### config.mk
export PLATFORM = sky130hd
export DESIGN_NAME = engine_sequencer
export DESIGN_NICKNAME = d
export VERILOG_FILES = /design/src/rtl/engine_pkg.sv /design/src/rtl/tick_counter.sv /design/src/rtl/engine_sequencer.sv
export SDC_FILE = /design/constraint.sdc
export NUM_CORES = 1
export LEC_CHECK = 0
export ABC_CLOCK_PERIOD_IN_PS = 6400
export CORE_UTILIZATION = 56
export DETAILED_ROUTE_END_ITERATION = 8
export PLACE_DENSITY_LB_ADDON = 0.3
export SKIP_LAST_GASP = 1
export SLEW_MARGIN = 15
export SYNTH_ARGS = -nofsm -noshare
export SYNTH_HDL_FRONTEND = slang
export SYNTH_SLANG_ARGS = --single-unit
### constraint.sdc
create_clock -name clk -period 6.4 [get_ports clk]
set_clock_uncertainty 0.1 [all_clocks]
set_input_delay 0.64 -clock clk [delete_from_list [all_inputs] [get_ports clk]]
set_output_delay 0.64 -clock clk [all_outputs]
set_load 0.03 [all_outputs]
### src/rtl/engine_pkg.sv
// Shared types and mode encodings for the engine power sequencer.
package engine_pkg;

   typedef enum logic [1:0] {
      OFF    = 2'd0,
      IGNITE = 2'd1,
      ON     = 2'd2
   } eng_state_t;

   localparam logic [1:0] MODE_NONE   = 2'b00;
   localparam logic [1:0] MODE_MANUAL = 2'b01;
   localparam logic [1:0] MODE_SEMI   = 2'b10;
   localparam logic [1:0] MODE_AUTO   = 2'b11;

endpackage

### src/rtl/tick_counter.sv
// Saturating tick counter with synchronous clear and terminal-count flag.
module tick_counter #(
   parameter int CNT_W = 10,
   parameter int LIMIT = 999
) (
   input  logic clk,
   input  logic rst,
   input  logic i_clr,
   input  logic i_en,
   output logic o_tc
);

   localparam logic [CNT_W-1:0] LIM = CNT_W'(LIMIT);

   logic [CNT_W-1:0] r_cnt;

   always_ff @(posedge clk or negedge rst) begin
      if (!rst) begin
         r_cnt <= '0;
      end else if (i_clr) begin
         r_cnt <= '0;
      end else if (i_en && (r_cnt != LIM)) begin
         r_cnt <= r_cnt + 1'b1;
      end
   end

   assign o_tc = (r_cnt == LIM);

endmodule

### src/rtl/engine_sequencer.sv
// Engine power sequencer: hold-to-start ignition, kill arbitration, stall detect.
//   state  | meaning
//   OFF    | engine unpowered, light dark
//   IGNITE | start request being held; light blinks
//   ON     | engine powered, light steady
module engine_sequencer
   import engine_pkg::*;
#(
   parameter int HOLD_MS  = 1000,
   parameter int BLINK_MS = 250,
   parameter int CNT_W    = 10
) (
   input  logic       clk,
   input  logic       rst,
   input  logic       tick_ms,
   input  logic [1:0] global_state,
   input  logic       power_on_btn,
   input  logic       power_off_btn,
   input  logic       auto_power_req,
   input  logic       clutch,
   input  logic       reverse_shift,
   output logic       power,
   output logic       power_light,
   output logic       stall
);

   eng_state_t r_state, w_next;
   logic [1:0] r_mode;
   logic       r_rev;
   logic       r_light;
   logic       r_stall;

   logic w_mode_chg, w_start, w_stall, w_kill;
   logic w_hold_tc, w_blink_tc;
   logic w_stay_ign, w_blink_wrap, w_light_next;

   assign w_mode_chg = (global_state != r_mode);
   // auto_power_req only counts in the semi-auto and auto modes (mode bit 1 set)
   assign w_start    = power_on_btn | (auto_power_req & r_mode[1]);
   assign w_stall    = (r_mode == MODE_MANUAL) && (r_state == ON) &&
                       (reverse_shift != r_rev) && !clutch;
   assign w_kill     = power_off_btn | (global_state == MODE_NONE) | w_stall;

   always_comb begin
      w_next = r_state;
      if (w_mode_chg || w_kill) begin
         w_next = OFF;
      end else begin
         case (r_state)
            OFF:     if (w_start && (r_mode != MODE_NONE)) w_next = IGNITE;
            IGNITE: begin
               if (!w_start)                   w_next = OFF;
               else if (tick_ms && w_hold_tc)  w_next = ON;
            end
            ON:      w_next = ON;
            default: w_next = OFF;
         endcase
      end
   end

   // Both counters run only while staying in IGNITE; any exit clears them.
   assign w_stay_ign   = (r_state == IGNITE) && (w_next == IGNITE);
   assign w_blink_wrap = w_stay_ign && tick_ms && w_blink_tc;

   tick_counter #(.CNT_W(CNT_W), .LIMIT(HOLD_MS - 1)) u_hold (
      .clk   (clk),
      .rst   (rst),
      .i_clr (!w_stay_ign),
      .i_en  (tick_ms && w_stay_ign),
      .o_tc  (w_hold_tc)
   );

   tick_counter #(.CNT_W(CNT_W), .LIMIT(BLINK_MS - 1)) u_blink (
      .clk   (clk),
      .rst   (rst),
      .i_clr (!w_stay_ign || w_blink_wrap),
      .i_en  (tick_ms && w_stay_ign),
      .o_tc  (w_blink_tc)
   );

   always_comb begin
      w_light_next = 1'b0;
      case (w_next)
         ON:      w_light_next = 1'b1;
         IGNITE:  w_light_next = (r_state != IGNITE) ? 1'b1 :
                                 (w_blink_wrap ? ~r_light : r_light);
         default: w_light_next = 1'b0;
      endcase
   end

   always_ff @(posedge clk or negedge rst) begin
      if (!rst) begin
         r_state <= OFF;
         r_mode  <= MODE_NONE;
         r_rev   <= 1'b0;
         r_light <= 1'b0;
         r_stall <= 1'b0;
      end else begin
         r_state <= w_next;
         r_mode  <= global_state;
         r_rev   <= reverse_shift;
         r_light <= w_light_next;
         r_stall <= w_stall;
      end
   end

   assign power       = (r_state == ON);
   assign power_light = r_light;
   assign stall       = r_stall;

endmodule

==> out/metrics.yaml <==
yosysSeqAreaShare_pct: 47.5
worst_pin_slew_ps: 1000
clock_latency_ps: 330
fp.dieH_um: 52.4
hold_viol_final: 0
ys_async_sr_fraction_pct: 100
globalplace.congestion: 0.804
synthFlopType: "dfrtp_1"
power.total_mw: 0.265
grt.total_usage_pct: 24.4
drv_slew: 0
required_ps: 6500
vias: 1097
synth_edf_count: 0
grt_max_degree: 28
vias_per_cell: 5.93
nNetsFinal: 173
slew-limit-headroom_pct: 32.4
yosysMostFrequentCell: "dfrtp_1"
endpoint_kind: "register"
leakage_nw: 0.591
start_util_pct: 61.9
dieArea_um2: 2750
syn_avg_cell_area_um2: 9.95
holdWs_ps: 462
fin_crit_sh_pct: 51.1
setup_violations: 0
r2r_cells: 9
r2r_end: "u_blink.r_cnt[5]"
post_cts_buffers: 0
wirelength_um: 2830
hold-path-endpoint: "power_light"
design_area_um2: 1610
drcViolationCount: 0
ys_top_cells_by_count: "27 x dfrtp_1, 15 x nor2_1, 10 x nand2_1, 9 x o21ai_0, 9 x xnor2_1"
cts_buffers: 3
syn_inst: 143
gr-total-overflow: 0
cts_max_path_buffers: 2
cts_max_level: 1
reg2reg_from: "r_state[1]"
clkSinkCount: 27
min_path_type: "reg -> reg"
min_from: "power_light"
yosys_warnings: 0
setup_tns_ps: 0
cts_tree: "done"
drt-initial-drc-count: 31
clk_pin_slew_ps: 150
ioPinCount: 13
syn-num-nets: 158
clockRootBuffer: "clkbuf_4"
critPathKind: "in -> reg"
io_buffers: 12
cap_violations: 0
fmax_ghz: 0.306
antenna_found_initial: 0
holdPathStages: 1
min_period_ps: 3270
dr.pass1.iters: 4
grt_pass1_vias: 1094
netlist.area_leader.share_pct: 47.5
antennaDiodeCount: 0
ys_types: 35
peakVddDrop_v: 0.000164
pre_cts_slack_ps: 2490
rows: 17
drive_gt1_share_pct: 6.37
yosys-top-cells-area: "dfrtp_1 47%, xnor2_1 5.5%, ha_1 4.4%"
post_dp_cell_area_um2: 1570
synth.largest_area_cell: "dfrtp_1"
arrival_ps: 3370
critPathMaxFanout: 9
worstSetupStartpointType: "input port"
chipWidth_um: 52.4
postCtsHoldBufs: 0
rsz0062_at_grt: "no"
rrSetupSlack_ps: 3480
synth_area_um2: 1420
area.growth.synth_to_final_pct: 12.8
wl_per_cell_um: 15.3
timing.final.ws_setup_ps: 3130
hpwlAfterDp_um: 2050
status: "finished, final reports clean"
ctsResizeCount: 0
antenna_left: 0
yosys_register_bits: 27
grt_first_pass_wirelength_um: 4820
powerDensity_nw_per_um2: 165
core_area_um2: 2300
==> metrics by stage <==
step                      instances  utilization, %
after global routing            185            69.9
final                           185            69.9
after floorplan                 143               -
after detailed placement        181            68.4
after CTS                       185            69.6
after global placement          181            68.4
==> final cells by class <==
type                       count  area, µm²
fill                         178        692
clock inverter                 1       5.00
timing repair buffer          13        128
inverter                       5       18.8
multi-input combinational    108        721
sequential                    27        676
tap                           28       35.0
clock buffer                   3       22.5
==> flip-flops by register name, indices dropped and copies added (netlist names) <==
register       cells
stall              1
r_rev              1
u_blink.r_cnt     10
r_state            2
r_mode             2
u_hold.r_cnt      10
power_light        1
==> layer usage <==
metal | wire (µm) | up-vias | GRT usage [%]
li1 | - | 536 | -
met2 | 1440 | 20 | 42.6
met4 | 17 | 0 | 10.1
met3 | 81 | 2 | 3.48
met5 | 0 | - | 0
met1 | 1290 | 539 | 29.6
==> worst max-delay path by stage <==
| stage | start | endpoint | slack [ps] | cells past startpoint |
|---|---|---|---|---|
| after floorplan | reverse_shift | u_blink.r_cnt[7] | 3770 | 10 |
| after global placement | global_state[0] | u_blink.r_cnt[7] | 2750 | 10 |
| after detailed placement | global_state[0] | u_blink.r_cnt[5] | 2490 | 10 |
| after CTS | global_state[0] | u_blink.r_cnt[5] | 2860 | 10 |
| after global routing | global_state[0] | u_blink.r_cnt[8] | 2910 | 10 |
| final | global_state[0] | u_blink.r_cnt[5] | 3130 | 10 |
==> placed cells by master (no fill, tap or decap), types with 4 or more instances in the layout <==
cell	count
clkdlybuf4s50_1	12
inv_1	5
xnor2_1	9
nor3_1	5
nand3_1	8
a21oi_1	6
o21ai_0	9
ha_1	5
nor2_1	15
dfrtp_1	27
or3_1	4
nand2_1	10
xor2_1	5
==> kinds of logic after synthesis <==
| logic type | synth area share [%] |
|---|---|
| xor+xnor | 8.62 |
| mux | 0.792 |
| fa+ha+maj | 4.40 |
| flops | 47.5 |
| simple gates | 23.7 |
| compound gates | 12.7 |
| buf+inv | 2.29 |
==> report_power, final <==
group          leakage [nW]  switching [mW]  internal, mW  total, mW
registers             0.370         0.00131         0.172      0.173
clock network        0.0177          0.0507        0.0235     0.0742
logic                 0.203         0.00879       0.00839     0.0172
total                 0.591          0.0608         0.204      0.265
==> worst max-delay path, cell delays in order <==
cell             delay, ps
clkdlybuf4s50_1        510
nor4bb_1               310
a31oi_1                 70
nor3_1                 310
o21a_1                 210
ha_1                   210
nor4bb_2               670
nand3b_1               220
xor2_1                 150
nor2_1                  50
(Power assumes the default switching activity.)
